==> src/rtl/mc_ctrl_fsm_pkg.sv <==
// -----------------------------------------------------------------------------
// mc_ctrl_fsm_pkg
//   Shared definitions for the multi-cycle control FSM:
//     - state_t    : FSM state enumeration
//     - OP_*       : opcode values decoded in DEC
//     - ALUOP_*    : alu_op output encodings
//     - ctrl_t     : bundle of Moore control outputs
//     - ctrl_decode: state -> control output decode
// -----------------------------------------------------------------------------
package mc_ctrl_fsm_pkg;

  typedef enum logic [3:0] {
    S_IF,
    S_DEC,
    S_ALU,
    S_ALU_WB,
    S_LD_ADDR,
    S_LD_MEM,
    S_LD_WB,
    S_ST_ADDR,
    S_ST_MEM,
    S_MD_RUN,
    S_MD_WB,
    S_TRAP
  } state_t;

  localparam int unsigned OP_ADD = 0;
  localparam int unsigned OP_SUB = 1;
  localparam int unsigned OP_MUL = 2;
  localparam int unsigned OP_DIV = 3;
  localparam int unsigned OP_LD  = 4;
  localparam int unsigned OP_ST  = 5;

  localparam logic [1:0] ALUOP_ADD = 2'b00;
  localparam logic [1:0] ALUOP_SUB = 2'b01;
  localparam logic [1:0] ALUOP_MUL = 2'b10;
  localparam logic [1:0] ALUOP_DIV = 2'b11;

  localparam int unsigned   MD_CNT_W   = 8;
  localparam logic [7:0]    MD_CNT_MAX = 8'hFF;

  typedef struct packed {
    logic       we;
    logic       mem_write;
    logic       mem_read;
    logic       ready;
    logic       regsrc;
    logic       ir_update;
    logic       store;
    logic       alusrc;
    logic [1:0] alu_op;
    logic       illegal;
  } ctrl_t;

  // Moore decode of the control outputs for a given state. The ST_MEM exit
  // ready is not included here; it depends on mem_wait and is added at the top.
  function automatic ctrl_t ctrl_decode(input state_t s, input logic [1:0] aop);
    ctrl_t c;
    c = '0;
    case (s)
      S_IF: begin
        c.mem_read  = 1'b1;
        c.regsrc    = 1'b1;
        c.ir_update = 1'b1;
      end
      S_DEC: begin
        c.ir_update = 1'b1;
      end
      S_ALU, S_MD_RUN: begin
        c.regsrc = 1'b1;
        c.alusrc = 1'b1;
        c.alu_op = aop;
      end
      S_ALU_WB, S_MD_WB: begin
        c.regsrc = 1'b1;
        c.alusrc = 1'b1;
        c.alu_op = aop;
        c.we     = 1'b1;
        c.ready  = 1'b1;
      end
      S_LD_ADDR, S_LD_MEM: begin
        c.mem_read = 1'b1;
      end
      S_LD_WB: begin
        c.we    = 1'b1;
        c.ready = 1'b1;
      end
      S_ST_ADDR: begin
        c.store = 1'b1;
      end
      S_ST_MEM: begin
        c.store     = 1'b1;
        c.mem_write = 1'b1;
      end
      S_TRAP: begin
        c.illegal = 1'b1;
      end
      default: c = '0;
    endcase
    return c;
  endfunction

endpackage

==> src/rtl/mc_ctrl_fsm_md_timer.sv <==
// -----------------------------------------------------------------------------
// mc_md_timer
//   8-bit cycle counter for the mul/div execute phase.
//   Ports:
//     clk      - clock, rising edge
//     rst      - asynchronous active-high reset, clears the count
//     clr      - synchronous clear (held while outside MD_RUN)
//     en       - count enable (one increment per MD_RUN cycle)
//     limit    - compare value
//     at_limit - count == limit
//   The count saturates at 255 and never wraps.
// -----------------------------------------------------------------------------
module mc_md_timer
  import mc_ctrl_fsm_pkg::*;
(
  input  logic                clk,
  input  logic                rst,
  input  logic                clr,
  input  logic                en,
  input  logic [MD_CNT_W-1:0] limit,
  output logic                at_limit
);

  logic [MD_CNT_W-1:0] count;

  always_ff @(posedge clk or posedge rst) begin
    if (rst) begin
      count <= '0;
    end else if (clr) begin
      count <= '0;
    end else if (en && (count != MD_CNT_MAX)) begin
      count <= count + 8'd1;
    end
  end

  assign at_limit = (count == limit);

endmodule

==> src/rtl/mc_ctrl_fsm.sv <==
// -----------------------------------------------------------------------------
// mc_ctrl_fsm
//   Multi-cycle processor control FSM: fetch, decode, ALU, load, store,
//   iterative mul/div and trap sequencing.
//   Parameters:
//     IW        - instruction width (>= 8)
//     OPW       - opcode width; opcode = instruction[IW-1 -: OPW]
//     MD_CYCLES - mul/div execute cycles in counter mode (1..255)
//     USE_DONE  - 1: mul/div exits on alu_done, 0: fixed cycle count
//     TIMEOUT   - max MD_RUN cycles in handshake mode before trapping (1..255)
//   Ports:
//     clk, rst               - clock, asynchronous active-high reset
//     instruction            - instruction register contents
//     mem_wait               - memory not ready, stalls IF/LD_MEM/ST_MEM
//     alu_done               - mul/div result valid (handshake mode only)
//     we, mem_write, mem_read- register write, memory write, memory read
//     ready                  - instruction retires this cycle
//     regsrc, ir_update,
//     store, alusrc          - datapath selects / IR load enable
//     alu_op                 - 00 add, 01 sub, 10 mul, 11 div
//     alu_start              - pulse on first MD_RUN cycle
//     illegal                - pulse on reserved opcode or mul/div timeout
// -----------------------------------------------------------------------------
module mc_ctrl_fsm
  import mc_ctrl_fsm_pkg::*;
#(
  parameter int unsigned IW        = 16,
  parameter int unsigned OPW       = 3,
  parameter int unsigned MD_CYCLES = 27,
  parameter int unsigned USE_DONE  = 0,
  parameter int unsigned TIMEOUT   = 255
) (
  input  logic          clk,
  input  logic          rst,
  input  logic [IW-1:0] instruction,
  input  logic          mem_wait,
  input  logic          alu_done,
  output logic          we,
  output logic          mem_write,
  output logic          mem_read,
  output logic          ready,
  output logic          regsrc,
  output logic          ir_update,
  output logic          store,
  output logic          alusrc,
  output logic [1:0]    alu_op,
  output logic          alu_start,
  output logic          illegal
);

  localparam logic [MD_CNT_W-1:0] MD_LIMIT =
    (USE_DONE != 0) ? MD_CNT_W'(TIMEOUT - 1) : MD_CNT_W'(MD_CYCLES - 1);

  logic [OPW-1:0] opcode;
  logic [31:0]    op_val;
  logic [1:0]     op_lo;
  logic           unused_instr_bits;

  assign opcode = instruction[IW-1 -: OPW];
  assign op_val = 32'(opcode);
  assign op_lo  = opcode[1:0];
  // Operand fields below the opcode belong to the datapath.
  assign unused_instr_bits = ^instruction[IW-OPW-1:0];

  state_t state;
  state_t nxt;
  ctrl_t  ctrl_q;
  logic   alu_start_q;
  logic   md_at_limit;

  mc_md_timer u_timer (
    .clk      (clk),
    .rst      (rst),
    .clr      (state != S_MD_RUN),
    .en       (state == S_MD_RUN),
    .limit    (MD_LIMIT),
    .at_limit (md_at_limit)
  );

  always_comb begin
    nxt = state;
    case (state)
      S_IF:      if (!mem_wait) nxt = S_DEC;
      S_DEC: begin
        if ((op_val == OP_ADD) || (op_val == OP_SUB))      nxt = S_ALU;
        else if ((op_val == OP_MUL) || (op_val == OP_DIV)) nxt = S_MD_RUN;
        else if (op_val == OP_LD)                          nxt = S_LD_ADDR;
        else if (op_val == OP_ST)                          nxt = S_ST_ADDR;
        else                                               nxt = S_TRAP;
      end
      S_ALU:     nxt = S_ALU_WB;
      S_ALU_WB:  nxt = S_IF;
      S_LD_ADDR: nxt = S_LD_MEM;
      S_LD_MEM:  if (!mem_wait) nxt = S_LD_WB;
      S_LD_WB:   nxt = S_IF;
      S_ST_ADDR: nxt = S_ST_MEM;
      S_ST_MEM:  if (!mem_wait) nxt = S_IF;
      S_MD_RUN: begin
        if (USE_DONE != 0) begin
          // done has priority over a timeout in the same cycle
          if (alu_done)         nxt = S_MD_WB;
          else if (md_at_limit) nxt = S_TRAP;
        end else if (md_at_limit) begin
          nxt = S_MD_WB;
        end
      end
      S_MD_WB:   nxt = S_IF;
      S_TRAP:    nxt = S_IF;
      default:   nxt = S_IF;
    endcase
  end

  // Outputs are decoded from the next state and registered with it, so they
  // are a pure function of the current state with no input-to-output path.
  always_ff @(posedge clk or posedge rst) begin
    if (rst) begin
      state       <= S_IF;
      ctrl_q      <= ctrl_decode(S_IF, ALUOP_ADD);
      alu_start_q <= 1'b0;
    end else begin
      state       <= nxt;
      ctrl_q      <= ctrl_decode(nxt, op_lo);
      alu_start_q <= (nxt == S_MD_RUN) && (state != S_MD_RUN);
    end
  end

  assign we        = ctrl_q.we;
  assign mem_write = ctrl_q.mem_write;
  assign mem_read  = ctrl_q.mem_read;
  assign regsrc    = ctrl_q.regsrc;
  assign ir_update = ctrl_q.ir_update;
  assign store     = ctrl_q.store;
  assign alusrc    = ctrl_q.alusrc;
  assign alu_op    = ctrl_q.alu_op;
  assign illegal   = ctrl_q.illegal;
  assign alu_start = alu_start_q;
  // A store retires on the ST_MEM cycle that memory accepts it; this is the
  // only output that looks at an input in the same cycle.
  assign ready     = ctrl_q.ready | ((state == S_ST_MEM) & ~mem_wait);

endmodule

==> config.mk <==
export PLATFORM = sky130hd
export DESIGN_NAME = mc_ctrl_fsm
export DESIGN_NICKNAME = d
export VERILOG_FILES = /design/src/rtl/mc_ctrl_fsm_pkg.sv /design/src/rtl/mc_ctrl_fsm_md_timer.sv /design/src/rtl/mc_ctrl_fsm.sv
export SDC_FILE = /design/constraint.sdc
export NUM_CORES = 1
export LEC_CHECK = 0
export BUFFER_PORTS_ARGS = -buffer_cell sky130_fd_sc_hd__buf_2
export CORE_ASPECT_RATIO = 0.75
export CORE_MARGIN = 1
export CORE_UTILIZATION = 44
export CTS_CLUSTER_DIAMETER = 60
export CTS_CLUSTER_SIZE = 14
export DETAILED_ROUTE_END_ITERATION = 16
export HOLD_SLACK_MARGIN = 0.05
export PLACE_DENSITY_LB_ADDON = 0.15
export RECOVER_POWER = 50
export SYNTH_ARGS = -nofsm -noshare
export SYNTH_HDL_FRONTEND = slang
export SYNTH_SLANG_ARGS = --single-unit
export TNS_END_PERCENT = 30
==> constraint.sdc <==
create_clock -name clk -period 2.8 [get_ports clk]
set_input_delay 0.42 -clock clk [delete_from_list [all_inputs] [get_ports clk]]
set_output_delay 0.42 -clock clk [all_outputs]
set_load 0.05 [all_outputs]
==> reports/metrics.cfg <==
[outcome]
status=finished, final reports clean

[synthesis]
yosys-top-cells-count=dfrtp_1 (20), nor2_1 (10), inv_1 (7), nor3_1 (7), nand2_1 (6)
synthCells=115
syn_area_um2=1160
synth_top_family_by_area=simple AND/OR/NAND/NOR gates
synth_edf_count=0
yosysSeqAreaShare_pct=49.8
synthMostInstantiatedCell=dfrtp_1
synth_mux_area_share_pct=0
synth-simple-area-share_pct=23.4
ys_async_sr_fraction_pct=100
postSynthAreaPerCell_um2=10.1
synthFlopType=dfrtp_1
ys.warnings.count=0
yosysUniqueCellTypes=38
synth_fa_ha_area_share_pct=2.15
synth-seq-cells=23
synth_top_area_share_pct=43.1
synth_compound_gate_area_share_pct=16.5
syn_nets=137
ys_top_cells_by_area=dfrtp_1 (43%), dfstp_2 (6.8%), nor2_1 (3.2%), nor3_1 (3.0%), a31oi_1 (2.7%)
yosysTopAreaCell=dfrtp_1
yosys.area_share.xor_xnor_pct=2.26

[sta]
setup_tns_ps=0
slew_viol_final=0
relSlewSlack_pct=46.0
fin_skew_ps=8.90
fin_crit_ps=2110
tightestPinTransition_ps=810
finalCritPeriodShare_pct=75.3
max_freq_mhz=474
hold_violations=0
setup_viol=0
rsz0062_at_grt=false

[setup_path]
r2r_cells=6
arrival_ps=2340
worstSetupPathType=flip-flop to flip-flop
cp_max_fo=11
worst_setup_path_start_kind=flip-flop
crit_path_end_kind=flip-flop
worstPathCellList=nand4bb_1, a31oi_1, nor3_2, inv_2, xnor2_1, a211oi_1
cp_slowest_stage_delay_ps=550
r2r-end=alu_op[1]
required_ps=3030
crit_buf_inv=1
reg2reg_slack_ps=690
timing.rr.start=state[2]
cpLargestDelayFamily=simple AND/OR/NAND/NOR gates
slowest_stage=nand4bb_1

[global_route]
grt_max_degree=24
grt-busiest-layer=met1
antenna_found_initial=0
met2_usage_pct=26.3
grt_overflow=0
use_met1_pct=28.4
grt_pass1_vias=806
grtUsageMet3_pct=6.18
grt_pass1_wl_um=3800
track_usage_pct=19.1

[clock_network]
cts_resized=0
ctsRootBufferMaster=clkbuf_4
cts_tree=done
cts_buffers=3
ctsLongestPathBuffers=2
cts_max_level=1
clkTransAtPathRegs_ps=120
insertion_delay_ps=320
cts.sinks=23
holdBufCountCts=0
post_cts_buffers=0

[placement]
placed_cell_area_um2=1250
gp_congestion=0.822
dp_hpwl_um=1560
io_buffers=17

[final_layout]
drive_gt1_share_pct=20.8
final_area_um2=1270
syn2layout_area_growth_pct=9.47
diodes=0
fin_util_pct=53.0
nFillCells=233
fin_nets=153

[detailed_routing]
drt_pre_antenna_iters=4
drt_drc_violations_left=0
final_antenna_net_count=0
wl_per_cell_um=13.0
finalWirelength_um=2120
drtIter0Drc=15
vias=874
vias_per_cell=5.33

[floorplan]
rows=15
start_util_pct=48.4
die-area_um2=2850
io_pins=32
fp.coreArea_um2=2400
die-height_um=46.5
die_w_um=61.4

[power]
leakage_nw=0.550
power_density_nw_per_um2=1090
total_power_mw=1.38
ir_drop_v=0.000500

[worst_hold_path]
hold_class=input pin to asynchronous set/reset pin

[flow_run]
drv_cap=0

[stage by stage]
stage / hold slack [ps] / cells / setup WS [ps]
2_1_floorplan: 420 / 115 / 71.8
3_3_place_gp: 525 / 160 / 764
3_5_place_dp: 536 / 160 / 712
4_1_cts: 275 / 164 / 701
5_1_grt: 294 / 164 / 524
6_report: 234 / 164 / 692
[layout make-up]
cell class              count  area [um2]  area share, %
multi-input cells          78         514           40.4
clock inverters             1        5.00          0.393
clock buffers               3        22.5           1.77
inverters                   8        30.0           2.36
flip-flops and latches     23         579           45.5
repair buffers             17        78.8           6.19
well taps                  34        42.5           3.34
[layout by cell type, fill, tap and decap left out, drive strengths merged, types with 3 or more instances in the layout]
cell / count
a211oi: 3
a21oi: 5
xnor2: 3
nor2: 10
clkbuf: 8
dfstp: 3
inv: 8
buf: 12
a31oi: 5
nand3: 4
o21ai: 5
dfrtp: 20
nand2: 7
nor3: 9
[flip-flops by register name, summed over array words and instances (netlist names)]
register and count:
alu_op 2, alu_start 1, alusrc 1, ctrl_q 1
illegal 1, ir_update 1, mem_read 1, mem_write 1
regsrc 1, state 4, store 1, u_timer.count 8
[worst register-to-register path, stage by stage (launching register included)]
cell and delay (ps):
dfrtp_1 520, nand4bb_1 550, a31oi_1 350, nor3_2 80
inv_2 130, xnor2_1 130, a211oi_1 270
[worst max-delay path by stage]
| stage | start | endpoint | cells after the start |
|---|---|---|---|
| 2_1_floorplan | state[0] | ready | 3 |
| 3_3_place_gp | state[2] | alu_op[1] | 6 |
| 3_5_place_dp | state[2] | alu_op[1] | 6 |
| 4_1_cts | state[2] | alu_op[1] | 6 |
| 5_1_grt | state[2] | alu_op[1] | 6 |
| 6_report | state[2] | alu_op[1] | 6 |
[kinds of logic (layout without fill, tap and decap cells)]
group           Yosys count  count (layout)
compound gates           27              27
xor+xnor                  3               3
fa+ha+maj                 2               2
buf+inv                  14              29
flops                    23              23
simple gates             46              46
[per-layer routing]
metal	wire, um	vias up
li1	-	445
met1	1100	403
met2	880	22
met3	119	4
met4	25	0
met5	0	-
[power breakdown]
part           internal, mW  total [mW]  switching (mW)
Sequential            0.439       0.522          0.0831
Combinational         0.207       0.712           0.505
Clock                0.0535       0.150          0.0960
Total                 0.700        1.38           0.684
(Power assumes the default switching activity.)
